==> config.mk <==
export PLATFORM = sky130hd
export DESIGN_NAME = seq_add_sub
export DESIGN_NICKNAME = d
export VERILOG_FILES = /design/src/rtl/seq_add_sub.sv
export SDC_FILE = /design/constraint.sdc
export NUM_CORES = 1
export LEC_CHECK = 0
export ABC_AREA = 1
export BUFFER_PORTS_ARGS = -buffer_cell sky130_fd_sc_hd__buf_2
export CORE_ASPECT_RATIO = 1.1
export CORE_MARGIN = 2
export CORE_UTILIZATION = 48
export DETAILED_ROUTE_END_ITERATION = 8
export MAX_ROUTING_LAYER = met4
export PLACE_DENSITY = 0.75
export SLEW_MARGIN = 10
export SYNTH_ARGS = -nofsm -noshare
export SYNTH_HDL_FRONTEND = slang
export SYNTH_SLANG_ARGS = --single-unit
==> constraint.sdc <==
create_clock -name i_clk -period 6.53 [get_ports i_clk]
set_input_delay 1.306 -clock i_clk [delete_from_list [all_inputs] [get_ports i_clk]]
set_output_delay 1.306 -clock i_clk [all_outputs]
set_load 0.03 [all_outputs]
==> src/rtl/seq_add_sub.sv <==
// Slice-serial adder/subtractor: WIDTH-bit add or subtract carried out SLICE bits
// per clock, with start/busy/done handshake and signed-overflow detection.
module seq_add_sub #(
    parameter int WIDTH = 16,
    parameter int SLICE = 4
) (
    input  logic             i_clk,
    input  logic             i_reset,
    input  logic             i_start,
    input  logic             i_mode,
    input  logic             i_c,
    input  logic [WIDTH-1:0] i_a,
    input  logic [WIDTH-1:0] i_b,
    output logic [WIDTH-1:0] o_sum,
    output logic             o_c,
    output logic             o_ovf,
    output logic             o_busy,
    output logic             o_done,
    output logic             o_state
);

    localparam int N  = WIDTH / SLICE;
    localparam int KW = (N > 1) ? $clog2(N) : 1;
    localparam logic [KW-1:0] K_LAST = KW'(N - 1);

    typedef enum logic {
        ST_IDLE = 1'b0,
        ST_RUN  = 1'b1
    } state_t;

    state_t           state_q, state_d;
    logic [WIDTH-1:0] a_q, a_d;
    logic [WIDTH-1:0] b_q, b_d;
    logic [WIDTH-1:0] acc_q, acc_d;
    logic [WIDTH-1:0] sum_q, sum_d;
    logic             carry_q, carry_d;
    logic [KW-1:0]    k_q, k_d;
    logic             c_q, c_d;
    logic             ovf_q, ovf_d;
    logic             done_q, done_d;
    logic [SLICE:0]   slice_res;
    int               base;

    assign base = int'(k_q) * SLICE;

    // Handshake: a request is taken when i_start is high at an edge while o_busy
    // is low; o_done pulses for one cycle on the edge o_busy falls, and the result
    // outputs are only ever written on that same edge (or cleared by reset).
    always_comb begin
        state_d   = state_q;
        a_d       = a_q;
        b_d       = b_q;
        acc_d     = acc_q;
        sum_d     = sum_q;
        carry_d   = carry_q;
        k_d       = k_q;
        c_d       = c_q;
        ovf_d     = ovf_q;
        done_d    = 1'b0;
        slice_res = {1'b0, a_q[base +: SLICE]} + {1'b0, b_q[base +: SLICE]}
                  + {{SLICE{1'b0}}, carry_q};

        case (state_q)
            ST_IDLE: begin
                if (i_start) begin
                    a_d     = i_a;
                    // Subtract is a + ~b + 1, so the carry-in supplies the +1.
                    b_d     = i_mode ? ~i_b : i_b;
                    carry_d = i_mode ? 1'b1 : i_c;
                    k_d     = '0;
                    acc_d   = '0;
                    state_d = ST_RUN;
                end
            end
            ST_RUN: begin
                acc_d[base +: SLICE] = slice_res[SLICE-1:0];
                carry_d              = slice_res[SLICE];
                if (k_q == K_LAST) begin
                    sum_d   = acc_d;
                    c_d     = slice_res[SLICE];
                    ovf_d   = (a_q[WIDTH-1] == b_q[WIDTH-1]) && (acc_d[WIDTH-1] != a_q[WIDTH-1]);
                    done_d  = 1'b1;
                    k_d     = '0;
                    state_d = ST_IDLE;
                end else begin
                    k_d = k_q + 1'b1;
                end
            end
            default: state_d = ST_IDLE;
        endcase
    end

    always_ff @(posedge i_clk) begin
        if (i_reset) begin
            state_q <= ST_IDLE;
            a_q     <= '0;
            b_q     <= '0;
            acc_q   <= '0;
            sum_q   <= '0;
            carry_q <= 1'b0;
            k_q     <= '0;
            c_q     <= 1'b0;
            ovf_q   <= 1'b0;
            done_q  <= 1'b0;
        end else begin
            state_q <= state_d;
            a_q     <= a_d;
            b_q     <= b_d;
            acc_q   <= acc_d;
            sum_q   <= sum_d;
            carry_q <= carry_d;
            k_q     <= k_d;
            c_q     <= c_d;
            ovf_q   <= ovf_d;
            done_q  <= done_d;
        end
    end

    assign o_sum   = sum_q;
    assign o_c     = c_q;
    assign o_ovf   = ovf_q;
    assign o_busy  = (state_q == ST_RUN);
    assign o_done  = done_q;
    assign o_state = state_q;

endmodule

=== Word-level counts from Yosys, hierarchy flattened ===
Index checks and enable logic that the tools add are counted.

* Add/sub/neg operators: 4
* Equality and inequality tests: 4
* Shifts and indexed selects: 4
* Muxes and demuxes: 14
* Bitwise logic cells: 2
* Reductions and logical operators: 4

{| class="wikitable"
|+ Operator list
! operator !! number
|-
| $neg A4 Y33 || 1
|-
| $shift A4 B33 Y16 const A || 1
|-
| $shiftx A4 B33 Y16 || 1
|-
| $mux W16 || 2
|-
| $pmux W16 S2 || 1
|-
| $shiftx A16 B5 Y4 || 2
|-
| $bwmux W16 || 1
|-
| $not A16 Y16 || 1
|-
| $add A4 B4 Y5 || 1
|-
| $add A5 B1 Y5 || 1
|-
| $mux W1 || 5
|-
| $mux W2 || 2
|-
| $pmux W1 S2 || 2
|-
| $pmux W2 S2 || 1
|-
| $reduce_and A2 Y1 || 2
|-
| $add A2 B1 Y2 const B || 1
|-
| $eq A2 B2 Y1 const B || 1
|-
| $ne A2 B2 Y1 const B || 1
|-
| $reduce_or A2 Y1 || 1
|-
| $eq A1 B1 Y1 || 1
|-
| $logic_and A1 B1 Y1 || 1
|-
| $ne A1 B1 Y1 || 1
|-
| $not A1 Y1 || 1
|}

* Register bits after elaboration: 71
* Bits of input ports: 37
* Output and inout bits: 21
* Word-level logic and storage cells: 42

=== Longest topological paths before layout ===
Gate-level depths: netlist (run 1).

* Depth in word-level cells: 7
* Depth in mapped cells: 16
* Mapped depth without buffers: 14

=== Least setup slack after synthesis (run 1) ===
No wires, ideal clock.

* Path kind: reg-to-reg
* From: register k_q[0]
* To: register acc_q[5]
* Library setup time: 0.070 ns
* Data arrival time: 2.444 ns
* Required time: 6.460 ns
* Path slack: 4.016 ns
* Cell stages (with the launch flop): 15
* Path buffers: 2
* Period minus slack after synthesis: 2.514 ns
* Cell sequence: dfxtp_1 inv_1 buf_2 buf_4 nor2_1 o22ai_1 fa_1 inv_1 fa_1 nor2_1 inv_1 nor2_1 a22o_1 nand2_1 a21oi_1

* Longest elaborated chain between the ends: 6
* Elaborated cells between the ends (all ways): 9
* Those cells by class: add/sub: 3; shift: 4; mux: 2

{| class="wikitable"
|+ RTL lines
! what !! RTL line !! source
|-
| start, declared || 37 || <nowiki>logic [KW-1:0] k_q, k_d;</nowiki>
|-
| start signal, assigned || 112 || <nowiki>k_q <= k_d;</nowiki>
|-
| $shiftx A16 B5 Y4 || 60 || <nowiki>slice_res = {1'b0, a_q[base +: SLICE]} + {1'b0, b_q[base +: SLICE]}</nowiki>
|-
| $add A4 B4 Y5 || 60 ||
|-
| $add A5 B1 Y5 || 61 || <nowiki>+ {{SLICE{1'b0}}, carry_q};</nowiki>
|-
| $shiftx A4 B33 Y16 || 76 || <nowiki>acc_d[base +: SLICE] = slice_res[SLICE-1:0];</nowiki>
|-
| $bwmux W16 * || 76 ||
|-
| $pmux W16 S2 * || 63 || <nowiki>case (state_q)</nowiki>
|-
| end signal, assigned || 98 || <nowiki>acc_q <= '0;</nowiki>
|-
| end signal, assigned || 109 || <nowiki>acc_q <= acc_d;</nowiki>
|-
| end, declared || 34 || <nowiki>logic [WIDTH-1:0] acc_q, acc_d;</nowiki>
|}

Mark *: on every way between the ends. The rest lies on a longest branch, timed or not.
A chain may end at the register's enable or synchronous reset.

=== Worst setup path in the final report (run 1) ===
Same ends and word-level chain as after synthesis.

==> flow_summary.ini, run 1 <==
[status]
outcome = finished clean

[run]
max-cap-violations = 0

[cells_and_area]
number_of_diodes = 0
areaGrowthSynthToFinish_pct = 13.49
number_of_nets_at_the_end_of_the_flow = 503
finalInstanceArea_um2 = 3726
share_of_final_layout_standard_cells_stronger_than_drive_strength_1_pct = 19.78

[critical_path]
cp.required_ns = 6.80
worstReg2RegEnd = acc_q[5]$_SDFFE_PP0P_
worst_setup_path_start_kind = register
worstReg2RegStart = k_q[0]$_SDFFE_PP0P_
cp_cell_sequence = inv_1, o21ai_0, o22ai_1, fa_1, inv_1, fa_1, nor2_1, inv_1, nor2_1, a22o_1, nand2_1, a21oi_1
timing.reg2reg.worst_path_depth = 12
path_common_cell = sky130_fd_sc_hd__inv_1
worst-setup-path-type = register to register
path_delay_family = flip-flops
timing.reg2reg.setup_slack_ns = 3.01
worstPathBufferInverterCount = 3
timing.critical_path.to_type = register
worst_path_slowest_cell = sky130_fd_sc_hd__dfxtp_1
path_max_fanout = 25
crit_path_max_cell_delay_ns = 0.85
cp.arrival_ns = 3.80

[cts]
cts_sinks = 71
h-tree-depth = 3
cts.repair_timing.setup_buffer_count = 0
number_of_resized_instances_in_the_post_cts_repair_step = 0
cts_root_buffer = sky130_fd_sc_hd__clkbuf_8
cts_tree = built
cts-hold-fix-buffers = 0
clk_transition_reported_paths_ns = 0.07
clkLatencyLatePin_ns = 0.34
ctsLongestPathBuffers = 2
tritoncts.num_buffers = 9

[global_routing]
grt_pass1_wl_um = 11570
grt_max_degree = 50
grt_pass1_vias = 2571
antenna_violations_before_repair = 0
grt.overflow.total = 0
grt_util_met1_pct = 22.37
grt_util_all_layers_pct = 19.31
grt_most_used_layer = met2
grt_use_met3_pct = 3.291
use_met2_pct = 33.13

[yosys]
syn-num-nets = 459
yosysWarningCount = 0
synth_async_sr_flop_share_pct = 0
postSynthRegisterBits = 71
netlist_area_um2 = 3283
synth-main-ff-cell = sky130_fd_sc_hd__dfxtp_1
synthesis.area_per_instance_um2 = 7.988
synth_area_leader_cell = sky130_fd_sc_hd__dfxtp_1
netlist.area_leader.share_pct = 43.29
syn_inst = 411
synth_seq_area_share_pct = 43.29
yosys.cell_types.count = 36
synth-edff-count = 0
synth_top_area_cells = sky130_fd_sc_hd__dfxtp_1, sky130_fd_sc_hd__nand2_1, sky130_fd_sc_hd__o21ai_0

[timing]
worstMarginPinSlew_ns = 0.8084
period_minus_slack_ns = 3.524
post_route_hold_slack_ns = 0.4486
finalCritPeriodShare_pct = 53.96
setup_repair_after_global_routing_missed_its_margin = false
timing_hold_violations_final = 0
timing.setup.tns_ns = 0
maxSlewHeadroom_pct = 46.03
worst_clock_skew_ns = 0.006352
setup_violations = 0
max_clock_freq_ghz = 0.2838
timing.final.max_slew_violations = 0

[detailed_routing]
antenna_violating_nets_post_route = 0
firstDrtPassIters = 4
viasPerCell = 5.140
dr.first_iter.drc_count = 152
drt-total-wl_um = 6934
detail_route.drc_violations = 0
drt-wirelength-per-cell_um = 12.79
vias = 2786

[hold_path]
hold_path.class = register to register
min_from = o_c$_SDFFE_PP0P_
hold_end = o_c$_SDFFE_PP0P_
worst_hold_path.num_cells = 2

[die]
core_area_um2 = 6594
io_pins = 58
floorplan.die.height_um = 90.74
die_width_um = 82.86
fp.dieArea_um2 = 7518
floorplan.rows = 31
initial_utilization_pct = 49.79

[pwr]
vdd_drop_max_mv = 0.1499
p_leak_nw = 1.629
totalPowerFinal_mw = 0.9719
power.density_cell_area_nw_per_um2 = 260.8

[placement]
place_congestion = 0.8902
place.port_buffers = 57
hpwl_um = 4930
place_area_um2 = 3517
[per-layer routing]
metal | vias to the layer above | share of wire (%) | wire (um)
met5 | - | 0 | 0
met4 | 0 | 1.8 | 123
met3 | 11 | 3.3 | 229
met2 | 50 | 50 | 3459
met1 | 1273 | 45 | 3122
li1 | 1452 | - | -
[power breakdown]
part / total [mW] / internal (mW) / switching [mW]
registers: 0.471 / 0.453 / 0.0180
logic: 0.141 / 0.0548 / 0.0858
clock network: 0.361 / 0.207 / 0.154
[sequential cells by signal, indices dropped and copies added, names as in the netlist]
register,flops
a_q,16
acc_q,16
b_q,16
o_sum,16
k_q,2
carry_q,1
o_busy,1
o_c,1
o_done,1
o_ovf,1
[final cells by class]
class	instances	area [um2]
inverters	24	92.59
flip-flops and latches	71	1421
well taps	82	102.6
repair buffers	58	292.8
fillers	625	2868
clock buffers	13	168.9
multi-input cells	291	1608
clock inverters	3	40.04
[worst min-delay path: cells and delay by family, from the launching register on]
family	cells	cell delay (ns)
and+or+nand+nor	2	0.10
DFF	1	0.31
[cells in the mapped netlist (2+ instances only)]
| library cell | n |
|---|---|
| sky130_fd_sc_hd__nand2_1 | 74 |
| sky130_fd_sc_hd__dfxtp_1 | 71 |
| sky130_fd_sc_hd__nor2_1 | 55 |
| sky130_fd_sc_hd__o21ai_0 | 49 |
| sky130_fd_sc_hd__a21oi_1 | 30 |
| sky130_fd_sc_hd__inv_1 | 17 |
| sky130_fd_sc_hd__xnor2_1 | 17 |
| sky130_fd_sc_hd__a22o_1 | 13 |
| sky130_fd_sc_hd__buf_2 | 10 |
| sky130_fd_sc_hd__ha_1 | 9 |
| sky130_fd_sc_hd__inv_2 | 6 |
| sky130_fd_sc_hd__o22ai_1 | 6 |
| sky130_fd_sc_hd__buf_4 | 5 |
| sky130_fd_sc_hd__o21ai_1 | 5 |
| sky130_fd_sc_hd__a22oi_1 | 4 |
| sky130_fd_sc_hd__a2bb2oi_1 | 4 |
| sky130_fd_sc_hd__clkbuf_1 | 4 |
| sky130_fd_sc_hd__nand3_1 | 4 |
| sky130_fd_sc_hd__buf_6 | 3 |
| sky130_fd_sc_hd__nand2_2 | 3 |
| sky130_fd_sc_hd__nand4_1 | 3 |
| sky130_fd_sc_hd__a21oi_2 | 2 |
| sky130_fd_sc_hd__a32oi_1 | 2 |
| sky130_fd_sc_hd__fa_1 | 2 |
| sky130_fd_sc_hd__nor2_4 | 2 |
[logic make-up (layout without fill, tap and decap cells)]
| logic type | after synthesis | after routing | synth area share, % |
|---|---|---|---|
| compound gates | 118 | 118 | 21.23 |
| xor+xnor | 17 | 17 | 4.535 |
| fa+ha+maj | 11 | 11 | 4.649 |
| buf+inv | 49 | 98 | 7.736 |
| flops | 71 | 71 | 43.29 |
| simple gates | 145 | 145 | 18.56 |
[placed cells by master, fill, tap and decap left out, drive strengths merged]
| cell | count |
|---|---|
| ha | 9 |
| xnor2 | 17 |
| clkbuf | 13 |
| a22oi | 4 |
| a2bb2oi | 4 |
| a21oi | 32 |
| nand2 | 78 |
| o211a | 1 |
| nand4 | 4 |
| inv | 24 |
| buf | 58 |
| a32oi | 2 |
| a31oi | 1 |
| nor3 | 2 |
| bufinv | 1 |
| nor2 | 57 |
| nand3 | 4 |
| a22o | 13 |
| fa | 2 |
| o21ai | 55 |
| dfxtp | 71 |
| o22ai | 6 |
| clkinv | 2 |
[worst max-delay path by stage]
stage / startpoint / endpoint / slack [ns] / depth (start not counted)
floorplan: k_q[0]$_SDFFE_PP0P_ / acc_q[5]$_SDFFE_PP0P_ / 4.02 / 14
global placement: k_q[0]$_SDFFE_PP0P_ / acc_q[5]$_SDFFE_PP0P_ / 3.19 / 12
detailed placement: k_q[0]$_SDFFE_PP0P_ / acc_q[5]$_SDFFE_PP0P_ / 3.04 / 12
CTS: k_q[0]$_SDFFE_PP0P_ / acc_q[5]$_SDFFE_PP0P_ / 3.03 / 12
global route: k_q[0]$_SDFFE_PP0P_ / acc_q[5]$_SDFFE_PP0P_ / 2.69 / 12
finish: k_q[0]$_SDFFE_PP0P_ / acc_q[5]$_SDFFE_PP0P_ / 3.01 / 12
[through the flow]
step / worst slack (ns) / util (%) / std cells
after global placement: 3.192 / 53.34 / 526
after CTS: 3.035 / 56.51 / 542
after floorplan: 4.016 / - / 411
final: 3.006 / 56.51 / 542
after global routing: 2.691 / 56.51 / 542
after detailed placement: 3.040 / 53.34 / 526
No activity file was read; power rests on OpenSTA's default activity.
==> inputs of run 2 (changes only) <==
- PLACE_DENSITY: 0.75 -> 0.78
- clock period: 6.53 -> 3 ns (I/O delays scaled with it)
==> run 2 against run 1 <==
Against the previous run: clock skew up 0.00068 ns; fmax up 35%; clock power up 100%; first-iteration DRC count down 11%; final area up 0.24%; critical path type unchanged; critical endpoint unchanged.
==> flow_summary.ini, run 2 (synthesized netlist as in run 1, its figures left out) <==
[status]
outcome = finished clean

[timing]
timing_hold_violations_final = 0
max_clock_freq_ghz = 0.3824
worst_clock_skew_ns = 0.007031
worstMarginPinSlew_ns = 0.7673
setup_violations = 0
setup_repair_after_global_routing_missed_its_margin = false
post_route_hold_slack_ns = 0.4487
timing.setup.tns_ns = 0
timing.final.max_slew_violations = 0
finalCritPeriodShare_pct = 87.18
maxSlewHeadroom_pct = 48.78
final.setup.worst_slack_ns = 0.3847
period_minus_slack_ns = 2.615

[critical_path]
path_max_fanout = 15
worstReg2RegStart = k_q[0]$_SDFFE_PP0P_
cp_startpoint = k_q[0]$_SDFFE_PP0P_
cp.required_ns = 3.28
crit_path_max_cell_delay_ns = 0.43
worst_setup_path_start_kind = register
path_common_cell = sky130_fd_sc_hd__inv_1
path_delay_family = adder cells
worst_path_slowest_cell = sky130_fd_sc_hd__fa_1
cp_cell_sequence = inv_1, o21ai_0, o22ai_1, fa_1, inv_1, fa_1, nor2_1, inv_1, nor2_1, a22o_1, nand2_1, a21oi_1
worstPathBufferInverterCount = 3
worst-setup-path-type = register to register
cp.arrival_ns = 2.89
timing.critical_path.to_type = register

[run]
max-cap-violations = 0

[cts]
tritoncts.num_buffers = 9
cts_tree = built
cts_sinks = 71
clk_transition_reported_paths_ns = 0.07
cts-hold-fix-buffers = 0
cts.repair_timing.setup_buffer_count = 0
clkLatencyLatePin_ns = 0.35
h-tree-depth = 3
cts_root_buffer = sky130_fd_sc_hd__clkbuf_8
ctsLongestPathBuffers = 2
number_of_resized_instances_in_the_post_cts_repair_step = 0

[hold_path]
hold_path.class = register to register
min_from = o_c$_SDFFE_PP0P_

[pwr]
totalPowerFinal_mw = 2.069
vdd_drop_max_mv = 0.3148
power.density_cell_area_nw_per_um2 = 553.9
p_leak_nw = 1.642

[placement]
hpwl_um = 5111
numPlacedInstances = 530
place_area_um2 = 3547
place_congestion = 0.8698
place.port_buffers = 57
dp_slack_ns = 0.3774

[die]
die_width_um = 82.86
fp.dieArea_um2 = 7518
core_area_um2 = 6594
floorplan.die.height_um = 90.74
initial_utilization_pct = 49.79
floorplan.rows = 31
io_pins = 58

[global_routing]
use_met2_pct = 35.35
grt_pass1_wl_um = 12180
antenna_violations_before_repair = 0
grt.overflow.total = 0
grt_most_used_layer = met2
grt_max_degree = 50
grt_use_met3_pct = 4.753
grt_util_all_layers_pct = 20.17
grt_util_met1_pct = 21.80
grt_pass1_vias = 2776

[cells_and_area]
final_cell_mix = sky130_fd_sc_hd__nand2_1, sky130_fd_sc_hd__dfxtp_1, sky130_fd_sc_hd__buf_2
number_of_nets_at_the_end_of_the_flow = 507
number_of_diodes = 0
finalInstanceArea_um2 = 3735
layout_commonest_cell = sky130_fd_sc_hd__nand2_1
areaGrowthSynthToFinish_pct = 13.76
post-route-util_pct = 56.64
share_of_final_layout_standard_cells_stronger_than_drive_strength_1_pct = 20.69
stdcell_count = 546

[detailed_routing]
firstDrtPassIters = 4
viasPerCell = 5.209
drt-wirelength-per-cell_um = 12.82
drt-total-wl_um = 7001
detail_route.drc_violations = 0
dr.first_iter.drc_count = 136
antenna_violating_nets_post_route = 0
vias = 2844
-- run 2: changes by cell type in the layout (fill, tap and decap cells not counted) --
cell,previous run,this run
sky130_fd_sc_hd__buf_4,1,5
sky130_fd_sc_hd__clkinv_4,0,1
sky130_fd_sc_hd__clkinv_2,2,5
sky130_fd_sc_hd__clkbuf_1,1,0
sky130_fd_sc_hd__clkbuf_8,12,9
-- run 2: path summary, 6_finish.rpt --
path                                               to  slack [ns]  cells past startpoint
worst max-delay path            acc_q[5]$_SDFFE_PP0P_        0.38                     12
worst min-delay path                 o_c$_SDFFE_PP0P_        0.45                      2
worst max register to register  acc_q[5]$_SDFFE_PP0P_        0.38                     12
worst min register to register       o_c$_SDFFE_PP0P_        0.45                      2
-- run 2: layout make-up --
cell class | instances | area, um2
inverters | 24 | 92.59
repair buffers | 62 | 322.8
fillers | 618 | 2859
well taps | 82 | 102.6
clock inverters | 7 | 63.81
flip-flops and latches | 71 | 1421
clock buffers | 9 | 123.9
multi-input cells | 291 | 1608
-- run 2: tightest hold or removal path: cells and delay by family, from the launching register on --
family	cells	cell delay, ns
DFF	1	0.31
and+or+nand+nor	2	0.10
-- run 2: metal layers --
layer,vias to the layer above,part of all wire (%)
li1,1468,-
met1,1294,43
met2,68,51
met3,14,4.3
met4,0,1.8
met5,-,0
-- run 2: power by group --
part | switching, mW | internal (mW)
Clock | 0.353 | 0.377
Sequential | 0.0311 | 0.985
Combinational | 0.198 | 0.124
Total | 0.582 | 1.49
==> inputs of run 3 (changes only) <==
- CORE_ASPECT_RATIO: 1.1 -> unset
- SKIP_CTS_REPAIR_TIMING: unset -> 1
==> run 3 against run 2 <==
Against the previous run: combinational power increased by 2%; core utilization shrank 0.68 points; flip-flop and latch count unchanged; largest cell class unchanged; clock skew is 0.0038 ns higher; global-route usage up 0.27 points; routed wire length up 2.6%; register-to-register slack gained 0.02 ns; worst setup slack improved by 0.023 ns; cell count is 0.55% lower; non-clock buffer count is 1 lower; critical path type unchanged; critical path depth did not move.
==> flow_summary.ini, run 3 (synthesized netlist as in run 1, its figures left out) <==
[pwr]
p_leak_nw = 1.644
totalPowerFinal_mw = 2.190
vdd_drop_max_mv = 0.2961
power.density_cell_area_nw_per_um2 = 582.4

[cells_and_area]
share_of_final_layout_standard_cells_stronger_than_drive_strength_1_pct = 20.30
number_of_nets_at_the_end_of_the_flow = 506
number_of_diodes = 0
areaGrowthSynthToFinish_pct = 14.52
final_cell_mix = sky130_fd_sc_hd__nand2_1, sky130_fd_sc_hd__dfxtp_1, sky130_fd_sc_hd__buf_2
layout_commonest_cell = sky130_fd_sc_hd__nand2_1

[cts]
clk_transition_reported_paths_ns = 0.08
cts_tree = built
tritoncts.num_buffers = 9
ctsLongestPathBuffers = 2
clkLatencyLatePin_ns = 0.35
h-tree-depth = 3
cts_root_buffer = sky130_fd_sc_hd__clkbuf_8
cts_sinks = 71

[global_routing]
grt_max_degree = 50
grt.overflow.total = 0
grt_pass1_wl_um = 11730
grt_pass1_vias = 2570
antenna_violations_before_repair = 0
grt_util_all_layers_pct = 20.44

[hold_path]
hold_path.class = register to register
min_from = o_c$_SDFFE_PP0P_
hold_end = o_c$_SDFFE_PP0P_
worst_hold_path.num_cells = 2

[die]
die_width_um = 86.71
core_area_um2 = 6719
floorplan.die.height_um = 86.71
io_pins = 58
floorplan.rows = 30
initial_utilization_pct = 48.86
fp.dieArea_um2 = 7518

[critical_path]
cp.arrival_ns = 2.88
cp.required_ns = 3.28
worstReg2RegStart = k_q[0]$_SDFFE_PP0P_
timing.reg2reg.worst_path_depth = 12
cp_startpoint = k_q[0]$_SDFFE_PP0P_
worstReg2RegEnd = acc_q[5]$_SDFFE_PP0P_
timing.critical_path.to_type = register
path_max_fanout = 17
worst_setup_path_start_kind = register
timing.reg2reg.setup_slack_ns = 0.41
worst-setup-path-type = register to register

[detailed_routing]
dr.first_iter.drc_count = 130
firstDrtPassIters = 6
vias = 2818
detail_route.drc_violations = 0
antenna_violating_nets_post_route = 0
drt-wirelength-per-cell_um = 13.22
viasPerCell = 5.190
drt-total-wl_um = 7180

[timing]
max_clock_freq_ghz = 0.3857
setup_violations = 0
setup_repair_after_global_routing_missed_its_margin = false
finalCritPeriodShare_pct = 86.42
timing_hold_violations_final = 0
period_minus_slack_ns = 2.593
maxSlewHeadroom_pct = 46.37
timing.final.max_slew_violations = 0
worstMarginPinSlew_ns = 0.8034
timing.setup.tns_ns = 0
worst_clock_skew_ns = 0.01081

[placement]
hpwl_um = 5003
place.port_buffers = 57
place_congestion = 0.8573

[run]
max-cap-violations = 0

[status]
outcome = finished clean
[run 3: changes by cell type in the layout (fill, tap and decap cells not counted), sizes merged]
cell	change
clkinv	-4
clkbuf	+2
clkinvlp	+1
bufinv	+1
buf	-1
[run 3: stage by stage]
stage / cells / setup WS [ns] / hold WS [ns] / util [%] / instance area (um2)
finish: 543 / 0.4074 / 0.4502 / 55.96 / 3760
global route: 543 / 0.1228 / 0.4665 / 55.96 / 3760
CTS: 543 / 0.4318 / 0.4517 / 55.96 / 3760
detailed placement: 527 / 0.4375 / 0.4348 / 52.64 / 3537
global placement: 527 / 0.5402 / 0.4313 / 52.64 / 3537
floorplan: 411 / 0.4859 / 0.4445 / - / 3283
[run 3: final cells by class]
cell class	count	area (um2)
sequential	71	1421
inverter	24	92.59
timing repair buffer	61	315.3
multi-input combinational	291	1608
clock buffer	11	141.4
clock inverter	5	81.33
tap	80	100.1
fill	629	2959
[run 3: power breakdown]
part | internal (mW) | switching [mW]
combinational | 0.124 | 0.204
clock | 0.491 | 0.353
sequential | 0.985 | 0.0321
total | 1.60 | 0.590
[run 3: worst max path at each step]
stage | cells after the start | end | slack [ns]
2_1_floorplan | 14 | acc_q[5]$_SDFFE_PP0P_ | 0.49
3_3_place_gp | 12 | acc_q[5]$_SDFFE_PP0P_ | 0.54
3_5_place_dp | 12 | acc_q[5]$_SDFFE_PP0P_ | 0.44
4_1_cts | 12 | acc_q[5]$_SDFFE_PP0P_ | 0.43
5_1_grt | 13 | acc_q[14]$_SDFFE_PP0P_ | 0.12
6_report | 12 | acc_q[5]$_SDFFE_PP0P_ | 0.41
[run 3: worst max-delay path: stages (launching register included)]
cell	delay (ns)
sky130_fd_sc_hd__dfxtp_1	0.33
sky130_fd_sc_hd__inv_1	0.19
sky130_fd_sc_hd__o21ai_0	0.22
sky130_fd_sc_hd__o22ai_1	0.11
sky130_fd_sc_hd__fa_1	0.43
sky130_fd_sc_hd__inv_1	0.09
sky130_fd_sc_hd__fa_1	0.42
sky130_fd_sc_hd__nor2_1	0.19
sky130_fd_sc_hd__inv_1	0.06
sky130_fd_sc_hd__nor2_1	0.14
sky130_fd_sc_hd__a22o_1	0.16
sky130_fd_sc_hd__nand2_1	0.05
sky130_fd_sc_hd__a21oi_1	0.14
[run 3: layer usage]
layer	up-vias	share of wire (%)	wire, um	GRT usage (%)
met1	1257	46	3284	25.25
met3	11	5.7	406	6.000
met2	82	48	3424	32.87
met4	0	0.91	65	5.256
li1	1468	-	-	-
met5	-	0	0	-
